<file path="src/rtl/head_pkg.sv">
// Shared definitions for the head detect / restore path: word and position-code
// widths, the restore FSM state type and the position clamp helper.
package head_pkg;

    localparam int HEAD_W     = 32;
    localparam int HEAD_POS_W = 6;
    localparam int HEAD_REM_W = 7;

    typedef enum logic [1:0] {
        IDLE  = 2'd0,
        SHIFT = 2'd1,
        DONE  = 2'd2
    } head_restore_state_t;

    // Codes past the word width collapse to a full-width shift, which yields zero.
    function automatic logic [HEAD_REM_W-1:0] clamp_pos(input logic [HEAD_POS_W-1:0] pos);
        if (pos > HEAD_POS_W'(HEAD_W))
            return HEAD_REM_W'(HEAD_W);
        else
            return {1'b0, pos};
    endfunction

endpackage

</file>
<file path="src/rtl/head_restore_step.sv">
// One iteration of the restore shift: picks min(STEP, rem), shifts the word
// right by that amount through a log-stage shifter and decrements rem.
module head_restore_step
    import head_pkg::*;
#(
    parameter int STEP = 4
) (
    input  logic [HEAD_W-1:0]     data,
    input  logic [HEAD_REM_W-1:0] rem,
    output logic [HEAD_W-1:0]     data_next,
    output logic [HEAD_REM_W-1:0] rem_next,
    output logic                  last
);

    localparam int SH_W = 4;
    localparam logic [HEAD_REM_W-1:0] STEP_V = HEAD_REM_W'(STEP);

    logic [SH_W-1:0]   sh;
    logic [HEAD_W-1:0] stage [0:SH_W];

    // sh never exceeds STEP (at most 8), so four stages cover every amount.
    always_comb begin
        sh = (rem < STEP_V) ? rem[SH_W-1:0] : STEP_V[SH_W-1:0];
    end

    assign stage[0] = data;

    genvar gi;
    generate
        for (gi = 0; gi < SH_W; gi++) begin : g_stage
            assign stage[gi+1] = sh[gi] ? (stage[gi] >> (1 << gi)) : stage[gi];
        end
    endgenerate

    assign data_next = stage[SH_W];
    assign rem_next  = rem - {{(HEAD_REM_W-SH_W){1'b0}}, sh};
    assign last      = (rem_next == '0);

endmodule

</file>
<file path="src/rtl/head_restore.sv">
// Iterative denormalizer: data_out = norm_in >> pos_in, STEP bits per cycle.
// Optional malformed-input flag enabled by defining HEAD_RESTORE_CHECK_EN.
module head_restore
    import head_pkg::*;
#(
    parameter int STEP = 4
) (
    input  logic                  clk,
    input  logic                  rst,
    input  logic [HEAD_W-1:0]     norm_in,
    input  logic [HEAD_POS_W-1:0] pos_in,
    input  logic                  in_valid,
    output logic                  in_ready,
    output logic [HEAD_W-1:0]     data_out,
    output logic                  out_valid,
    input  logic                  out_ready,
    output logic                  err_out
);

    head_restore_state_t   state_reg, state_next;
    logic [HEAD_W-1:0]     shift_reg, shift_next;
    logic [HEAD_REM_W-1:0] rem_reg, rem_next;
    logic [HEAD_REM_W-1:0] pos_clamped;

    logic [HEAD_W-1:0]     step_data;
    logic [HEAD_REM_W-1:0] step_rem;
    logic                  step_last;

    head_restore_step #(
        .STEP (STEP)
    ) u_step (
        .data      (shift_reg),
        .rem       (rem_reg),
        .data_next (step_data),
        .rem_next  (step_rem),
        .last      (step_last)
    );

    assign pos_clamped = clamp_pos(pos_in);

    always_comb begin
        state_next = state_reg;
        shift_next = shift_reg;
        rem_next   = rem_reg;
        case (state_reg)
            IDLE: begin
                if (in_valid) begin
                    shift_next = norm_in;
                    rem_next   = pos_clamped;
                    state_next = (pos_clamped == '0) ? DONE : SHIFT;
                end
            end
            SHIFT: begin
                shift_next = step_data;
                rem_next   = step_rem;
                if (step_last)
                    state_next = DONE;
            end
            DONE: begin
                if (out_ready)
                    state_next = IDLE;
            end
            default: state_next = IDLE;
        endcase
    end

    always_ff @(posedge clk) begin
        if (rst) begin
            state_reg <= IDLE;
            shift_reg <= '0;
            rem_reg   <= '0;
        end else begin
            state_reg <= state_next;
            shift_reg <= shift_next;
            rem_reg   <= rem_next;
        end
    end

    assign in_ready  = (state_reg == IDLE);
    assign out_valid = (state_reg == DONE);
    assign data_out  = shift_reg;

`ifdef HEAD_RESTORE_CHECK_EN
    logic err_reg, err_next;

    // Flag is latched at acceptance and only exposed while the result is presented.
    always_comb begin
        err_next = err_reg;
        if (state_reg == IDLE && in_valid)
            err_next = ((norm_in != '0) && !norm_in[HEAD_W-1])
                    || (pos_in > HEAD_POS_W'(HEAD_W-1))
                    || ((norm_in == '0) && (pos_in != '0));
    end

    always_ff @(posedge clk) begin
        if (rst)
            err_reg <= 1'b0;
        else
            err_reg <= err_next;
    end

    assign err_out = err_reg && (state_reg == DONE);
`else
    assign err_out = 1'b0;
`endif

endmodule

</file>
<file path="config.mk">
export PLATFORM = sky130hd
export DESIGN_NAME = head_restore
export DESIGN_NICKNAME = d
export VERILOG_FILES = /design/src/rtl/head_pkg.sv /design/src/rtl/head_restore_step.sv /design/src/rtl/head_restore.sv
export SDC_FILE = /design/constraint.sdc
export NUM_CORES = 1
export LEC_CHECK = 0
export ABC_AREA = 1
export CAP_MARGIN = 20
export CORE_AREA = 2 2 59 116
export DETAILED_ROUTE_END_ITERATION = 16
export DIE_AREA = 0 0 61 118
export HOLD_SLACK_MARGIN = 0.15
export PLACE_DENSITY = 0.78
export REMOVE_ABC_BUFFERS = 1
export SLEW_MARGIN = 0
export SYNTH_ARGS = -nofsm -noshare
export SYNTH_HDL_FRONTEND = slang
export SYNTH_SLANG_ARGS = --single-unit
</file>
<file path="constraint.sdc">
create_clock -name clk -period 2.6 [get_ports clk]
set_input_delay 0.65 -clock clk [delete_from_list [all_inputs] [get_ports clk]]
set_output_delay 0.65 -clock clk [all_outputs]
set_load 0.01 [all_outputs]
</file>
### Word-level counts from Yosys, hierarchy flattened

Cells that the tools add are included.

* flip-flop bits (word level): 41
* latch bits: 0
* RAM bits: 0
* memory bits (read-only): 0
* bits of input ports: 42
* output and inout port bits: 35
* logic and storage cells: 35
* memories kept: 0

* add/sub/neg operators: 1
* multipliers: 0
* div/mod/pow operators: 0
* $lt $le $gt $ge: 2
* equality and inequality tests: 6
* shift operators: 0
* muxes and demuxes: 15
* bitwise operators: 0
* reductions and logical operators: 7

Operators by type and width (number)
* $mux 32: 5
* $pmux 32 s2: 1
* $logic_not 7->1: 2
* $pmux 7 s2: 1
* $mux 2: 4
* $lt 7x3->1 const B: 1
* $mux 7: 1
* $sub 7x4->7: 1
* $gt 6x6->1 const B: 1
* $mux 6: 1
* $pmux 2 s3: 1
* $reduce_and 3->1: 2
* $ne 5x1->1 const B: 1
* $mux 4: 1
* $ne 2x2->1 const B: 2
* $eq 2x1->1 const B: 1
* $eq 2x2->1 const B: 1
* $logic_not 2->1: 1
* $ne 2x1->1 const B: 1
* $reduce_and 2->1: 1
* $reduce_bool 2->1: 1

### Longest topological paths before layout

Gate-level depths: netlist of the first run.

* word-level depth: 7
* gate-level depth with buffers: 17
* depth with buffers taken out: 15

### Hierarchy

A second synthesis of the first run with hierarchy kept.

* cell total of the unflattened synthesis: 569
* area total of the unflattened synthesis: 3585.9 µm²

Modules (own cells, without submodules)
* head_restore: instances 1, cells each 337, area an instance 2203.4 µm², seq. area each 820.8 µm²
* head_restore_step: instances 1, cells each 232, area an instance 1382.6 µm², seq. area each 0.0 µm²

### Least setup slack after synthesis of the first run

OpenSTA, ideal clock, no wires.

* path type: flip-flop to flip-flop
* from: reg rem_reg[3]
* to: reg state_reg[0]
* setup time: 109 ps
* arrival: 1920 ps
* data required time: 2491 ps
* setup slack: 571 ps
* stages on the path, launching flop included: 15
* path buffers: 2
* period minus slack after synthesis: 2029 ps
* path through: dfxtp_1 > nor2_4 > nand3_4 > buf_2 > buf_2 > nand2_1 > ha_1 > a21oi_1 > nand3_1 > nor2_1 > nor2_1 > nor2_1 > nand2_1 > nand2_1 > inv_1

* word-level cells in the longest chain between the ends: 6

RTL lines
* from (decl): RTL line head_restore.sv:22 `logic [HEAD_REM_W-1:0] rem_reg, rem_next;`
* from (signal assigned): RTL line head_restore.sv:75 `rem_reg <= rem_next;`
* $lt 7x3->1: RTL line head_restore_step.sv:23 `sh = (rem < STEP_V) ? rem[SH_W-1:0] : STEP_V[SH_W-1:0];`
* $mux 4: RTL line head_restore_step.sv:23
* $sub 7x4->7 (*): RTL line head_restore_step.sv:36 `assign rem_next = rem - {{(HEAD_REM_W-SH_W){1'b0}}, sh};`
* $logic_not 7->1 (*): RTL line head_restore_step.sv:37 `assign last = (rem_next == '0);`
* $ne 2x2->1 (no line) (*)
* $reduce_and 3->1 (no line) (*)
* to (signal assigned): RTL line head_restore.sv:73 `state_reg <= state_next;`
* to (decl): RTL line head_restore.sv:20 `head_restore_state_t state_reg, state_next;`

Mark *: on every way between the ends. The rest lies on a longest branch, timed or not.
A chain may end at the register's enable or synchronous reset.

### Worst setup path after layout of the first run

Ends and elaborated chain as after synthesis.

==> results of run 1 <==
-- area by class of cell --
type                            count  area (um2)
Fill cell                         630        2340
Multi-Input combinational cell    350        1830
Timing Repair Buffer               89         868
Sequential cell                    41         821
Inverter                           54         205
Clock buffer                        7         143
Tap cell                           86         108
-- path summary, 6_finish.rpt --
check | from | to | slack, ns | cells after the start
min reg2reg | data_out[1] | data_out[1] | 0.50 | 2
min | data_out[1] | data_out[1] | 0.50 | 2
max reg2reg | rem_reg[3] | state_reg[0] | 0.39 | 12
max | rem_reg[3] | state_reg[0] | 0.39 | 12
-- metrics by stage --
step	cell area (um2)	hold slack (ns)	util, %	cells	worst slack, ns
global route	3970	0.534	63.0	627	0.194
CTS	3970	0.500	63.0	627	0.390
global placement	3830	0.481	60.7	620	0.386
floorplan	2850	0.477	-	445	0.600
detailed placement	3830	0.489	60.7	620	0.316
finish	3970	0.501	63.0	627	0.392
-- worst reg2reg max path, delay by kind of cell, from the launching register on --
| kind | cells | cell delay, ns |
|---|---|---|
| AND/OR/NAND/NOR | 9 | 1.20 |
| flip-flops | 1 | 0.37 |
| adder cells (fa/ha/maj) | 1 | 0.26 |
| AO/OA/AOI/OAI | 1 | 0.26 |
| buffers and inverters | 1 | 0.03 |
-- power by group through the flow --
stage / sequential (W) / combinational (W) / clock, W
2_1_floorplan: 0.00115 / 0.00159 / 0
3_3_place_gp: 0.00113 / 0.00266 / 0
3_5_place_dp: 0.00114 / 0.00269 / 0
4_1_cts: 0.00113 / 0.00271 / 0.000638
5_1_grt: 0.00117 / 0.00303 / 0.000667
6_report: 0.00113 / 0.00272 / 0.000633
-- layer usage --
layer	vias to the layer above	routed length, um	track usage (%)
met5	-	0	0
met3	25	353	3.63
li1	1780	-	-
met2	113	4960	48.0
met1	1638	3560	30.0
met4	0	320	13.2
-- Yosys cell counts --
cell	count
sky130_fd_sc_hd__nand3_4	1
sky130_fd_sc_hd__buf_6	4
sky130_fd_sc_hd__inv_1	52
sky130_fd_sc_hd__dfxtp_1	41
sky130_fd_sc_hd__nor2_2	2
sky130_fd_sc_hd__o21ai_2	1
sky130_fd_sc_hd__a21oi_2	1
sky130_fd_sc_hd__o21ai_1	7
sky130_fd_sc_hd__buf_2	11
sky130_fd_sc_hd__o21ai_0	66
sky130_fd_sc_hd__o211ai_1	49
sky130_fd_sc_hd__or2_2	5
sky130_fd_sc_hd__nor2_4	2
sky130_fd_sc_hd__nand3_1	29
sky130_fd_sc_hd__nor3_1	1
sky130_fd_sc_hd__o221ai_1	2
sky130_fd_sc_hd__inv_2	1
sky130_fd_sc_hd__conb_1	2
sky130_fd_sc_hd__a22oi_1	1
sky130_fd_sc_hd__a21oi_1	64
sky130_fd_sc_hd__inv_4	1
sky130_fd_sc_hd__ha_1	2
sky130_fd_sc_hd__nand2_1	84
sky130_fd_sc_hd__clkbuf_1	16
sky130_fd_sc_hd__o21a_1	1
sky130_fd_sc_hd__o2111ai_1	1
sky130_fd_sc_hd__nand2_4	1
sky130_fd_sc_hd__a31oi_1	2
sky130_fd_sc_hd__buf_4	2
sky130_fd_sc_hd__nor2_1	20
sky130_fd_sc_hd__nand4_1	5
-- cell families (layout without fill, tap and decap cells) --
kind of cell             after synthesis  count (layout)  share of synthesized area (%)
other                                  2               3                          0.248
adder cells (fa/ha/maj)                2               2                          0.827
AND/OR/NAND/NOR                      150             150                           22.0
flip-flops                            41              41                           27.1
AO/OA/AOI/OAI                        195             195                           37.2
buffers and inverters                 87             150                           12.6
==> results.txt, run 1 <==
----------------------------------------------------
[Global route]
  Via count of the first global-routing pass ... 3,407
  Pin count of the biggest net entering global routing ... 60
  Sum of overflow across all layers after global routing ... 0
  Initial antenna violation count ... 0
  Total track usage ... between 20% and 30%
  First-pass GRT wire length ... 15,300 um

[Routing]
  First-pass detailed-route iteration total ... 7
  Number of antenna-violating nets in the routed design ... 0
  Average detailed-routed wire length per instance ... 14.7 um
  Via count of the routed design ... 3,556
  Post-detailed-route DRC marker count ... 0
  Post-Route WL ... ~9200 um
  Via density ... between 5 and 6
  Number of design-rule violations left by the first detailed-router iteration ... 235

[Timing]
  Clock period minus final worst setup slack ... 2.21 ns
  Number of endpoints failing setup at the final stage ... 0
  Actual slew at the worst max-slew pin ... between 0.5 and 0.6 ns
  Achievable frequency ... 453 MHz
  Clk_skew ... 0.00308 ns
  Relative slew slack ... 61.8%
  Final Slew Violations ... 0
  Fraction of the cycle the final worst path needs ... 84.9%
  Fin Setup TNS ... 0 ns
  Setup repair after global routing missed its margin ... false
  Count of final hold-check violations ... 0

[Layout]
  Area overhead of the layout relative to synthesis ... 31.3%
  Net count reported at finish ... roughly 600
  Leading cell types in the layout, fill and taps excluded ... sky130_fd_sc_hd__nand2_1, sky130_fd_sc_hd__clkdlybuf4s50_1, sky130_fd_sc_hd__o21ai_0
  Layout cell share with drive strength beyond 1 ... between 6 and 7%
  Commonest non-fill, non-tap cell in the layout ... sky130_fd_sc_hd__nand2_1
  Max reg flops ... 32
  Number of diodes ... 0

[Synth]
  Yosys reg bits ... just over 40
  Synth warn ... 0
  Syn Std Cell Area ... 3030 um2
  Post-synthesis sequential area ratio ... 27.1%
  Largest cells by area after synthesis ... sky130_fd_sc_hd__dfxtp_1, sky130_fd_sc_hd__o211ai_1, sky130_fd_sc_hd__o21ai_0
  Cell type with the largest total area after synthesis ... sky130_fd_sc_hd__dfxtp_1
  Yosys cell types ... 31
  Mapped Cells ... 477
  Mean cell area of the mapped netlist ... 6.34 um2
  Area fraction of the dominant cell type after synthesis ... 27.1%

[Die]
  Starting density of the core ... 47.9%
  Core region area ... 6310 um2
  DIE HEIGHT ... 118 um
  Chip width ... a little over 60 um
  I/O pin cnt ... a little under 80
  Die Footprint ... just over 7000 um2
  Number of standard-cell rows in the floorplan ... 41

[Power]
  Combinational cell fraction of total power ... 60.6%
  Total Power ... between 0.004 and 0.005 W
  Internal Power ... between 0.002 and 0.0025 W
  Switching Fraction ... between 40% and 50%
  Leakage ... 1.55 nW
  Sequential share of power ... approximately 25%
  Worst ir drop on vdd ... 0.000640 V
  Power density relative to cell area ... 1130 nW/um2
  Clock share of power ... between 10% and 20%
  Psw ... 0.00216 W

[Job]
  Max-cap violations ... 0

[Clock network]
  Clock buffers created by TritonCTS ... 5
  Sink count of the clock tree ... 41
  Clock tree from TritonCTS ... built
  Setup fix buffers added after clock tree synthesis ... 0
  Maximum root-to-sink buffer count ... 2
  Hold-fix buffer count after cts ... 0
  Root Buffer Master ... sky130_fd_sc_hd__clkbuf_16
  Later-pin clock latency in the skew report ... slightly below 0.3 ns
  CTS clk-pin slew, worst paths ... roughly 0.060 ns
  Number of H-tree levels ... 2
  Number of gates resized after CTS ... 0

[Critical path]
  Buffers plus inverters on the worst setup path ... 1
  Type of the worst setup path ... reg -> reg
  Top cell family by delay on the critical path ... simple AND/OR/NAND/NOR gates
  Required @ worst endpoint ... 2.79 ns
  Critical path's slowest cell ... sky130_fd_sc_hd__dfxtp_1
  Maximum net fanout on the critical path ... 16
  CP max stage delay ... 0.37 ns
  Worst path arrival time ... 2.40 ns
  Worst path cell trace ... nor2_4 -> nand3_4 -> nand2_1 -> ha_1 -> a21oi_1 -> nand3_1 -> nor2_1 -> nor2_1 -> nor2_1 -> nand2_1 -> nand2_1 -> inv_1
  Setup crit end kind ... register
  Type of element launching the critical path ... register

[Run status]
  Result of the run ... complete, no violations

[Place]
  Buffers added on ports ... between 70 and 80
  Final weighted congestion in routability-driven placement ... between 0.9 and 1
  Placed wire-length estimate after detailed placement ... 6750 um

[Hold path]
  Path type of the worst min-delay path ... reg -> reg

----------------------------------------------------
Power figures use the tool's default switching activity.
==> inputs of run 2 (changes only) <==
clock period = 2.3 ns   (was 2.6 ns; I/O delays follow)
==> run 2 against run 1 <==
  * First-iteration DRC count increased by 16%
  * Clock power increased by 20%
  * Final area increased by 1.1%
  * Cell count increased by 0.80%
  * Critical path type is now reg -> out
  * Critical endpoint is now in_ready
  * Largest cell class unchanged
  * Largest power group unchanged
==> results.txt, run 2 (same netlist as run 1, synthesis figures left out) <==
----------------------------------------------------
[Clock network]
  Hold-fix buffer count after cts ... 0 (unchanged)
  Number of gates resized after CTS ... 0 (unchanged)
  CTS clk-pin slew, worst paths ... 0.06 ns (about the same)
  Clock buffers created by TritonCTS ... 5 (unchanged)
  Number of H-tree levels ... 2 (unchanged)
  Setup fix buffers added after clock tree synthesis ... 0 (unchanged)
  Maximum root-to-sink buffer count ... 2 (unchanged)
  Sink count of the clock tree ... 41 (unchanged)
  Root Buffer Master ... sky130_fd_sc_hd__clkbuf_16 (unchanged)
  Clock tree from TritonCTS ... built (unchanged)
  Later-pin clock latency in the skew report ... 0.29 ns (about the same)

[Place]
  Buffers added on ports ... 75 (unchanged)
  Pre-CTS WS ... 0.123 ns (was 0.316 ns)
  Placed wire-length estimate after detailed placement ... 6800 um (was 6750 um)
  Final weighted congestion in routability-driven placement ... 0.945 (was 0.942)

[Die]
  Number of standard-cell rows in the floorplan ... 41 (unchanged)
  Die Footprint ... 7200 um2 (unchanged)
  Chip width ... 61 um (unchanged)
  Starting density of the core ... 47.9% (unchanged)
  DIE HEIGHT ... 118 um (unchanged)
  I/O pin cnt ... 77 (unchanged)
  Core region area ... 6310 um2 (unchanged)

[Critical path]
  Setup crit end kind ... output pin (was register)
  FF-to-FF path depth ... 12 (unchanged)
  Required @ worst endpoint ... 1.73 ns (was 2.79 ns)
  Worst path arrival time ... 1.50 ns (was 2.40 ns)
  Type of element launching the critical path ... register (unchanged)
  Type of the worst setup path ... reg -> out (was reg -> reg)
  Maximum net fanout on the critical path ... 5 (was 16)

[Hold path]
  Path type of the worst min-delay path ... reg -> reg (unchanged)
  Number of instances on the worst hold path ... 2 (unchanged)

[Timing]
  Clk_skew ... 0.00605 ns (was 0.00308 ns)
  Setup repair after global routing missed its margin ... false (unchanged)
  Fin Setup TNS ... 0 ns (unchanged)
  Post-route setup slack ... 0.227 ns (was 0.392 ns)
  Final worst hold slack ... 0.500 ns (was 0.501 ns)
  Number of endpoints failing setup at the final stage ... 0 (unchanged)
  Final Slew Violations ... 0 (unchanged)
  Actual slew at the worst max-slew pin ... 0.508 ns (was 0.572 ns)
  Clock period minus final worst setup slack ... between 2 and 2.5 ns
  Relative slew slack ... 66.1% (was 61.8%)
  Count of final hold-check violations ... 0 (unchanged)
  Fraction of the cycle the final worst path needs ... 90.1%
  Achievable frequency ... around 480 MHz

[Routing]
  Met1 layer wirelength in the final routing ... 3410 um (was 3560 um)
  Number of antenna-violating nets in the routed design ... 0 (unchanged)
  First-pass detailed-route iteration total ... 5 (was 7)
  Average detailed-routed wire length per instance ... 14.6 um (was 14.7 um)
  Total met3 wirelength after detailed routing ... 420 um (was 353 um)
  Met2 wire len ... 5070 um (was 4960 um)
  Post-Route WL ... 9200 um (about the same)
  Via count of the routed design ... 3,609 (was 3,556)
  Uppermost layer routed ... met4 (unchanged)
  Post-detailed-route DRC marker count ... 0 (unchanged)
  Number of design-rule violations left by the first detailed-router iteration ... 273 (was 235)
  Via density ... 5.71 (was 5.67)

[Job]
  Max-cap violations ... 0 (unchanged)

[Layout]
  Max reg flops ... 32 (unchanged)
  Final standard cell utilization of the core ... 63.7% (was 63.0%)
  Leading cell types in the layout, fill and taps excluded ... sky130_fd_sc_hd__nand2_1, sky130_fd_sc_hd__clkdlybuf4s50_1, sky130_fd_sc_hd__o21ai_0 (unchanged)
  Area overhead of the layout relative to synthesis ... 32.8% (was 31.3%)
  Count of filler cells inserted in the layout ... 586 (was 630)
  Net count reported at finish ... 589 (was 585)
  Layout cell share with drive strength beyond 1 ... 7.51% (was 6.47%)
  Number of diodes ... 0 (unchanged)
  Commonest non-fill, non-tap cell in the layout ... sky130_fd_sc_hd__nand2_1 (unchanged)

[Global route]
  Initial antenna violation count ... 0 (unchanged)
  Sum of overflow across all layers after global routing ... 0 (unchanged)
  Total track usage ... 26.6% (was 27.2%)
  Pin count of the biggest net entering global routing ... 38 (was 60)
  Via count of the first global-routing pass ... 3,547 (was 3,407)
  First-pass GRT wire length ... 15,100 um (was 15,300 um)

[Power]
  Power density relative to cell area ... 1280 nW/um2 (was 1130 nW/um2)
  Total Power ... 0.00514 W (was 0.00448 W)
  Worst ir drop on vdd ... 0.000853 V (was 0.000640 V)
  Leakage ... 1.58 nW (was 1.55 nW)

[Run status]
  Result of the run ... complete, no violations (unchanged)

----------------------------------------------------
[run 2: cell count changes in the layout (fill, tap and decap cells not counted)]
cell / change
sky130_fd_sc_hd__buf_4: +4
sky130_fd_sc_hd__clkbuf_1: -1
sky130_fd_sc_hd__clkbuf_8: +1
sky130_fd_sc_hd__clkinv_2: +1
[run 2: critical path: stages, from the launching register on]
cell                              delay [ns]
sky130_fd_sc_hd__dfxtp_1                0.36
sky130_fd_sc_hd__nor2_1                 0.26
sky130_fd_sc_hd__clkdlybuf4s50_1        0.59
[run 2: cell type report]
cell class | instances | area [um2] | share of cell area (%)
inverters | 54 | 205 | 5.11
flip-flops and latches | 41 | 821 | 20.4
multi-input cells | 350 | 1830 | 45.5
clock buffers | 7 | 153 | 3.80
clock inverters | 1 | 5.00 | 0.125
well taps | 86 | 108 | 2.68
repair buffers | 93 | 898 | 22.4
[run 2: worst paths after layout]
check	from	endpoint	slack, ns
setup / recovery	state_reg[1]	in_ready	0.23
hold / removal	data_out[1]	data_out[1]	0.50
setup reg to reg	rem_reg[5]	state_reg[0]	0.35
hold reg to reg	data_out[1]	data_out[1]	0.50
[run 2: per-layer routing]
metal	vias up	GRT usage [%]
met3	33	4.07
met2	144	48.5
li1	1786	-
met5	-	0
met4	0	12.6
met1	1646	27.6
[run 2: power breakdown]
group          total, W  switching (W)  internal (W)
combinational   0.00311        0.00186       0.00126
sequential      0.00127       0.000302      0.000970
clock          0.000759       0.000299      0.000460
[run 2: per-stage QoR]
stage,area (um2),instances
6_report,4020,632
5_1_grt,4020,632
4_1_cts,4020,632
3_5_place_dp,3860,624
3_3_place_gp,3860,624
2_1_floorplan,2850,445
